**src/rtl/decimator_avg_if.sv**
```systemverilog
// Sample-path bus for the decimator: strobe/config/data in, decimated data out.
// The master drives samples and configuration, and the slave returns decimated data.
interface decimator_avg_if #(
  parameter int WIDTH    = 8,
  parameter int MAX_LOG2 = 4
);
  localparam int KW = $clog2(MAX_LOG2 + 1);

  logic             ce;
  logic             clear;
  logic             mode;
  logic [KW-1:0]    ratio_log2;
  logic [WIDTH-1:0] data_in;
  logic [WIDTH-1:0] data_out;
  logic             out_valid;
  logic             busy;

  modport master (
    output ce, clear, mode, ratio_log2, data_in,
    input  data_out, out_valid, busy
  );

  modport slave (
    input  ce, clear, mode, ratio_log2, data_in,
    output data_out, out_valid, busy
  );
endinterface

```
**src/rtl/decimator_avg.sv**
```systemverilog
// Runtime-configurable 2^k decimator with pick-last or rounded boxcar-average output.
// Ratio and mode only change at frame boundaries so a frame is never mixed.
module decimator_avg #(
  parameter int WIDTH    = 8,
  parameter int MAX_LOG2 = 4,
  parameter int SIGNED   = 0,
  parameter int ROUND    = 1
) (
  input logic           clk,
  input logic           reset,
  decimator_avg_if.slave bus
);
  localparam int KW = $clog2(MAX_LOG2 + 1);
  localparam int CW = MAX_LOG2 + 1;
  localparam int AW = WIDTH + MAX_LOG2;

  logic [CW-1:0]    count_q, count_d;
  logic [AW-1:0]    acc_q, acc_d;
  logic [WIDTH-1:0] dataOut_q, dataOut_d;
  logic             outValid_q, outValid_d;
  logic [KW-1:0]    kAct_q, kAct_d;
  logic             modeAct_q, modeAct_d;

  logic [KW-1:0]        kReq;
  logic [CW-1:0]        lastCount;
  logic                 signFill;
  logic [AW-1:0]        sampleExt;
  logic [AW-1:0]        sum;
  logic [AW-1:0]        roundAdd;
  logic [AW-1:0]        roundedSum;
  logic signed [AW-1:0] roundedSigned;
  logic [WIDTH-1:0]     avgOut;
  logic                 frameDone;
  logic                 latchCfg;

  assign kReq      = (bus.ratio_log2 > KW'(MAX_LOG2)) ? KW'(MAX_LOG2) : bus.ratio_log2;
  assign lastCount = (CW'(1) << kAct_q) - CW'(1);
  assign signFill  = (SIGNED != 0) ? bus.data_in[WIDTH-1] : 1'b0;
  assign sampleExt = {{MAX_LOG2{signFill}}, bus.data_in};

  // A frame start ignores whatever the accumulator held from the previous frame.
  assign sum           = ((count_q == '0) ? '0 : acc_q) + sampleExt;
  assign roundAdd      = (ROUND != 0 && kAct_q != '0) ? (AW'(1) << (kAct_q - KW'(1))) : '0;
  assign roundedSum    = sum + roundAdd;
  assign roundedSigned = roundedSum;

  always_comb begin
    avgOut = '0;
    if (SIGNED != 0) begin
      avgOut = WIDTH'(roundedSigned >>> kAct_q);
    end else begin
      avgOut = WIDTH'(roundedSum >> kAct_q);
    end
  end

  assign frameDone = bus.ce && !bus.clear && (count_q == lastCount);
  assign latchCfg  = bus.clear || frameDone || (count_q == '0 && !bus.ce);

  always_comb begin
    count_d    = count_q;
    acc_d      = acc_q;
    dataOut_d  = dataOut_q;
    outValid_d = 1'b0;
    kAct_d     = kAct_q;
    modeAct_d  = modeAct_q;
    if (latchCfg) begin
      kAct_d    = kReq;
      modeAct_d = bus.mode;
    end
    if (bus.clear) begin
      count_d = '0;
      acc_d   = '0;
    end else if (bus.ce) begin
      acc_d = sum;
      if (frameDone) begin
        count_d    = '0;
        outValid_d = 1'b1;
        dataOut_d  = modeAct_q ? avgOut : bus.data_in;
      end else begin
        count_d = count_q + CW'(1);
      end
    end
  end

  always_ff @(posedge clk or posedge reset) begin
    if (reset) begin
      count_q    <= '0;
      acc_q      <= '0;
      dataOut_q  <= '0;
      outValid_q <= 1'b0;
      kAct_q     <= '0;
      modeAct_q  <= 1'b0;
    end else begin
      count_q    <= count_d;
      acc_q      <= acc_d;
      dataOut_q  <= dataOut_d;
      outValid_q <= outValid_d;
      kAct_q     <= kAct_d;
      modeAct_q  <= modeAct_d;
    end
  end

  assign bus.data_out  = dataOut_q;
  assign bus.out_valid = outValid_q;
  assign bus.busy      = (count_q != '0);
endmodule

```
**src/flat_wrapper.sv**
```systemverilog
// flat-port wrapper written by rule: the top's interface ports become plain ports
module decimator_avg_flat 
#(
  parameter int WIDTH    = 8,
  parameter int MAX_LOG2 = 4,
  parameter int SIGNED   = 0,
  parameter int ROUND    = 1
)
  (clk, reset, bus_ce, bus_clear, bus_mode, bus_ratio_log2, bus_data_in, bus_data_out, bus_out_valid, bus_busy);
  decimator_avg_if #(.WIDTH(WIDTH), .MAX_LOG2(MAX_LOG2)) bus_i ();
  input logic clk;
  input logic reset;
  input wire logic [$bits(bus_i.ce)-1:0] bus_ce;
  input wire logic [$bits(bus_i.clear)-1:0] bus_clear;
  input wire logic [$bits(bus_i.mode)-1:0] bus_mode;
  input wire logic [$bits(bus_i.ratio_log2)-1:0] bus_ratio_log2;
  input wire logic [$bits(bus_i.data_in)-1:0] bus_data_in;
  output wire logic [$bits(bus_i.data_out)-1:0] bus_data_out;
  output wire logic [$bits(bus_i.out_valid)-1:0] bus_out_valid;
  output wire logic [$bits(bus_i.busy)-1:0] bus_busy;
  assign bus_i.ce = bus_ce;
  assign bus_i.clear = bus_clear;
  assign bus_i.mode = bus_mode;
  assign bus_i.ratio_log2 = bus_ratio_log2;
  assign bus_i.data_in = bus_data_in;
  assign bus_data_out = bus_i.data_out;
  assign bus_out_valid = bus_i.out_valid;
  assign bus_busy = bus_i.busy;
  decimator_avg #(.WIDTH(WIDTH), .MAX_LOG2(MAX_LOG2), .SIGNED(SIGNED), .ROUND(ROUND)) u_core (.clk(clk), .reset(reset), .bus(bus_i));
endmodule
```
**config.mk**
```make
export PLATFORM = sky130hd
export DESIGN_NAME = decimator_avg_flat
export DESIGN_NICKNAME = d
export VERILOG_FILES = /design/src/rtl/decimator_avg_if.sv /design/src/rtl/decimator_avg.sv /design/src/flat_wrapper.sv
export SDC_FILE = /design/constraint.sdc
export NUM_CORES = 1
export LEC_CHECK = 0
export ABC_AREA = 1
export ABC_CLOCK_PERIOD_IN_PS = 10500
export CORE_MARGIN = 3
export CORE_UTILIZATION = 55
export DETAILED_ROUTE_END_ITERATION = 7
export PLACE_DENSITY_LB_ADDON = 0.08
export SETUP_SLACK_MARGIN = 0.2
export SLEW_MARGIN = 20
export SYNTH_ARGS = -nofsm -noshare
export SYNTH_HDL_FRONTEND = slang
export SYNTH_SLANG_ARGS = --single-unit
```
**constraint.sdc**
```tcl
create_clock -name clk -period 10.5 [get_ports clk]
set_input_delay 1.05 -clock clk [delete_from_list [all_inputs] [get_ports clk]]
set_output_delay 1.05 -clock clk [all_outputs]
set_load 0.03 [all_outputs]
```
After elaboration in Yosys (flattened, before gate mapping):

Cells that the tools add are included.

* logic and storage cells: 41
* output and inout port bits: 10
* flip-flop bits (word level): 30
* ROM bits: 0
* memories: 0
* bits in latches: 0
* memory bits (writable): 0
* input bits: 16

* order comparisons: 1
* shift-type cells: 3
* $mul: 0
* reductions and logical operators: 12
* bitwise logic cells: 1
* divide/modulo/power cells: 0
* eq/ne operators: 1
* $add $sub $neg: 5
* multiplexer cells: 12

Operators by type and width (number)
* $mux W12: 4
* $mux W5: 3
* $add A12 B12 Y12: 1
* $add A12 B8 Y12: 1
* $shl A1 B3 Y12 const A: 1
* $shr A12 B3 Y8: 1
* $mux W8: 1
* $add A5 B1 Y5 const B: 1
* $eq A5 B5 Y1: 1
* $logic_not A5 Y1: 1
* $reduce_bool A5 Y1: 1
* $shl A1 B3 Y5 const A: 1
* $sub A5 B2 Y5 const B: 1
* $gt A3 B3 Y1 const B: 1
* $logic_and A1 B1 Y1: 3
* $mux W1: 3
* $mux W3: 1
* $reduce_and A3 Y1: 1
* $reduce_bool A3 Y1: 1
* $sub A3 B1 Y3 const B: 1
* $logic_not A1 Y1: 2
* $logic_or A1 B1 Y1: 2
* $reduce_bool A2 Y1: 1
* $not A1 Y1: 1

Depth between registers and ports, before layout:

* word-level depth: 7
* depth in mapped cells: 30
* gate-level depth less buffers: 30

Worst setup path after synthesis:

No wires, ideal clock.

* kind: reg2reg
* start point: register u_core.count_q[0]
* end point: register u_core.dataOut_q[3], in the netlist u_core.bus.data_out[3]
* path buffers: 0
* required time: 10.383 ns
* setup time: 0.117 ns
* arrival time: 3.538 ns
* path slack: 6.845 ns
* stages on the path, launching flop included: 31
* period minus slack after synthesis: 3.655 ns
* path through: dfrtp_1 inv_1 ha_1 inv_1 nor2_2 nand2_8 inv_2 nor2_1 ha_1 fa_1 nand2_1 nand2_1 nand2_1 nor2_1 nor2_1 xnor2_1 ha_1 nand2_1 inv_1 a21oi_1 nand2_1 nand3_4 nand2_4 nand2_2 nand3_2 nand2_1 nand2_1 nand3_1 nand2_1 nand2_1 nand2_1

* cells in the longest elaborated chain, start to end: 6
* elaborated cells between the ends (all ways): 9
* classes of those cells: 2 x add/sub; 1 x eq/ne; 1 x shift; 2 x mux; 3 x reduce/logical

RTL lines
* from (decl): line decimator_avg.sv:17 `logic [CW-1:0] count_q, count_d;`
* from (signal assigned): line decimator_avg.sv:94 `count_q <= count_d;`
* $logic_not A5 Y1: line decimator_avg.sv:42 `assign sum = ((count_q == '0) ? '0 : acc_q) + sampleExt;`
* $mux W12: line decimator_avg.sv:42
* $add A12 B8 Y12: line decimator_avg.sv:42
* $add A12 B12 Y12: line decimator_avg.sv:44 `assign roundedSum = sum + roundAdd;`
* $shr A12 B3 Y8: line decimator_avg.sv:52 `avgOut = WIDTH'(roundedSum >> kAct_q);`
* $mux W8: line decimator_avg.sv:78 `dataOut_d = modeAct_q ? avgOut : bus.data_in;`
* to (signal assigned): line decimator_avg.sv:96 `dataOut_q <= dataOut_d;`
* to (decl): line decimator_avg.sv:19 `logic [WIDTH-1:0] dataOut_q, dataOut_d;`

Several ways; a longest one is shown, not always the timed one.
A chain may end at the register's enable or synchronous reset.

Worst setup path after layout:

* start point: register u_core.count_q[0]
* end point: register u_core.dataOut_q[6], in the netlist u_core.bus.data_out[6]

Same word-level chain as after synthesis.

==> flow_summary.yaml <==
floorplan:
  coreArea_mm2: 0.00517
  rows: 26
  die_area_mm2: 0.00636
  initial_core_util: 0.579
  die_w_um: 79.8
  io_pins: 26
  die_h_um: 79.8
synthesis:
  seq_area_frac_synth: 0.251
  synth_area_mm2: 0.00299
  yosys.area_share.simple: 0.407
  syn-mean-instance-area_um2: 7.01
  syn_inst: 427
  synth_warnings: 0
  synth_xor_area_frac: 0.0527
  synthDistinctLibCells: 42
  synth_adder_area_share: 0.0928
  synthArstFlopShare: 1.00
  synth_edf_count: 0
  synth_top_family_by_area: "simple AND/OR/NAND/NOR gates"
  muxShareOfSynthArea: 0.00334
  synth_nets: 464
  dominantRegCellSynth: "dfrtp_1"
  yosys_register_bits: 30
  synth-compound-area-share: 0.100
setup_path:
  startpoint: "u_core.count_q[0]$_DFFE_PP0P_"
  crit_path_end_kind: "register"
  worstPathMaxFanout: 9
  cp.required_ns: 10.67
  crit_path_top_delay_cell: "dfrtp_1"
  critPathLaunchType: "register"
  arrival_ns: 4.35
  r2r-end: "u_core.bus.data_out[6]$_DFFE_PP0P_"
  reg2reg_from: "u_core.count_q[0]$_DFFE_PP0P_"
  r2r_slack_ns: 6.31
  rr_worst_depth: 29
  cpMostUsedCell: "nand2_1"
  worstSetupPathType: "reg2reg"
  crit_path_end: "u_core.bus.data_out[6]$_DFFE_PP0P_"
  max_stage_delay_ns: 0.42
pwr:
  powerDensity_mw_per_mm2: 189
  p_leak_nw: 1.68
  ir_drop_v: 0.0000848
cells_and_area:
  final_nets: 488
  antennaDiodeCount: 0
  final_common_cell: "nand2_1"
  nFillCells: 472
  drive_gt1_frac: 0.133
  fin_util: 0.653
  area_growth_pct: 12.7
  mostFrequentLayoutCells: "nand2_1, inv_1, nor2_1"
sta:
  slew_violations: 0
  finalHoldViolations: 0
  tns_ns: 0
  worst_slew_pin_slew_ns: 0.651
  fmaxAchievable_mhz: 239
  max_slew_margin: 0.566
  min_period_ns: 4.19
  rsz0062_at_grt: "false"
  setup_viol: 0
  skew_ns: 0.0110
  setup_slack_ns: 6.31
  post-route-period-util: 0.399
clocking:
  h-tree-depth: 2
  post_cts_buffers: 0
  clkLatencyLatePin_ns: 0.29
  cts_resized: 0
  numCtsBuffers: 5
  cts_tree: "yes"
  clock-sinks: 30
  clk_pin_slew_ns: 0.07
  cts_hold_buf: 0
  cts_buffer_depth: 2
  cts_root_buffer: "clkbuf_8"
detailed_routing:
  dr_total_vias: 2722
  wl_met1_mm: 3.49
  vias_per_cell: 5.21
  antenna_left: 0
  wl_met3_um: 232
  drtPass1Iterations: 4
  topRoutingLayerUsed: "met4"
  postRouteWirelength_mm: 7.36
  drcViolationCount: 0
  drt_iter0_markers: 171
  route.met2.wl_mm: 3.52
  wl_per_cell_um: 14.1
place:
  portBuffers: 25
  dp_hpwl_mm: 5.95
  gp_congestion: 0.985
  post-place-ws_ns: 6.17
global_routing:
  overflow: 0
  grt_first_pass_wirelength_mm: 12.5
  track_usage: 0.255
  grt_max_degree: 31
  grt_antenna_before_repair: 0
  first_global_vias: 2609
min_path:
  min-delay-path-class: "reg2reg"
outcome:
  status: "finished clean"
job:
  timing.max_cap.violations: 0
## registers in the layout, summed over array words and instances (netlist names)
signal / count
u_core.bus.out_valid: 1
u_core.count_q: 5
u_core.kAct_q: 3
u_core.acc_q: 12
u_core.bus.data_out: 8
u_core.modeAct_q: 1
## layout make-up
type                       instances  area, µm²  share of cell area
multi-input combinational        332       1970               0.583
tap                               70       87.6              0.0259
timing repair buffer              26        258              0.0764
inverter                          56        218              0.0645
sequential                        30        751               0.222
clock buffer                       6       82.6              0.0245
clock inverter                     2       12.5             0.00371
## power breakdown
part	switching, mW	internal [mW]	leakage, nW
Clock	0.0477	0.0526	0.0472
Combinational	0.237	0.134	1.23
Sequential	0.0284	0.138	0.402
## metal layers
layer / up-vias / GRT usage
met4: 0 / 0.0693
met1: 1243 / 0.357
met3: 12 / 0.0372
li1: 1419 / -
met2: 48 / 0.410
met5: - / 0
## synthesized netlist by cell type, types with 3 or more instances
cell / n / area [µm²]
inv_2: 9 / 33.8
nand3_1: 43 / 215
nor2_1: 46 / 173
o22ai_1: 5 / 31.3
dfrtp_1: 30 / 751
o21ai_0: 16 / 80.1
nand2_1: 109 / 409
ha_1: 19 / 238
a21oi_1: 12 / 60.1
nor2_2: 4 / 25.0
nor2_4: 3 / 33.8
xor2_1: 13 / 114
inv_1: 46 / 173
nor3_1: 3 / 15.0
nand4_1: 6 / 37.5
nand2_2: 13 / 81.3
nand3_2: 6 / 60.1
nand2_4: 5 / 56.3
xnor2_1: 5 / 43.8
## cells by family after synthesis
logic type               count (synthesis)
AND/OR/NAND/NOR                        245
buffers and inverters                   65
AO/OA/AOI/OAI                           46
flip-flops                              30
adder cells (fa/ha/maj)                 21
XOR/XNOR                                18
other                                    1
multiplexers                             1
## worst max-delay path: cells and delay by family, from the launching register on
family                     cells  cell delay (ns)
xor gates and xnor gates       1             0.10
adders and majority gates      4             1.15
buffers and inverters          4             0.40
DFF                            1             0.42
and+or+nand+nor               20             2.00
## stage by stage
stage	hold WS, ns	std cells	cell area (µm²)	power, mW
floorplan	0.475	427	2990	0.443
global placement	0.469	514	3280	0.533
detailed placement	0.469	514	3280	0.536
CTS	0.487	522	3380	0.639
global route	0.524	522	3380	0.693
finish	0.482	522	3380	0.638
## how the worst min path moves through the flow
| stage | from | endpoint | slack [ns] | cells past startpoint |
|---|---|---|---|---|
| after floorplan | u_core.acc_q[10]$_DFFE_PP0P_ | u_core.acc_q[10]$_DFFE_PP0P_ | 0.48 | 2 |
| after global placement | u_core.bus.data_out[6]$_DFFE_PP0P_ | u_core.bus.data_out[6]$_DFFE_PP0P_ | 0.47 | 2 |
| after detailed placement | u_core.bus.data_out[2]$_DFFE_PP0P_ | u_core.bus.data_out[2]$_DFFE_PP0P_ | 0.47 | 2 |
| after CTS | u_core.bus.data_out[2]$_DFFE_PP0P_ | u_core.bus.data_out[2]$_DFFE_PP0P_ | 0.49 | 2 |
| after global routing | u_core.bus.data_out[5]$_DFFE_PP0P_ | u_core.bus.data_out[5]$_DFFE_PP0P_ | 0.52 | 2 |
| final | u_core.bus.data_out[2]$_DFFE_PP0P_ | u_core.bus.data_out[2]$_DFFE_PP0P_ | 0.48 | 2 |
(Power assumes the default switching activity.)
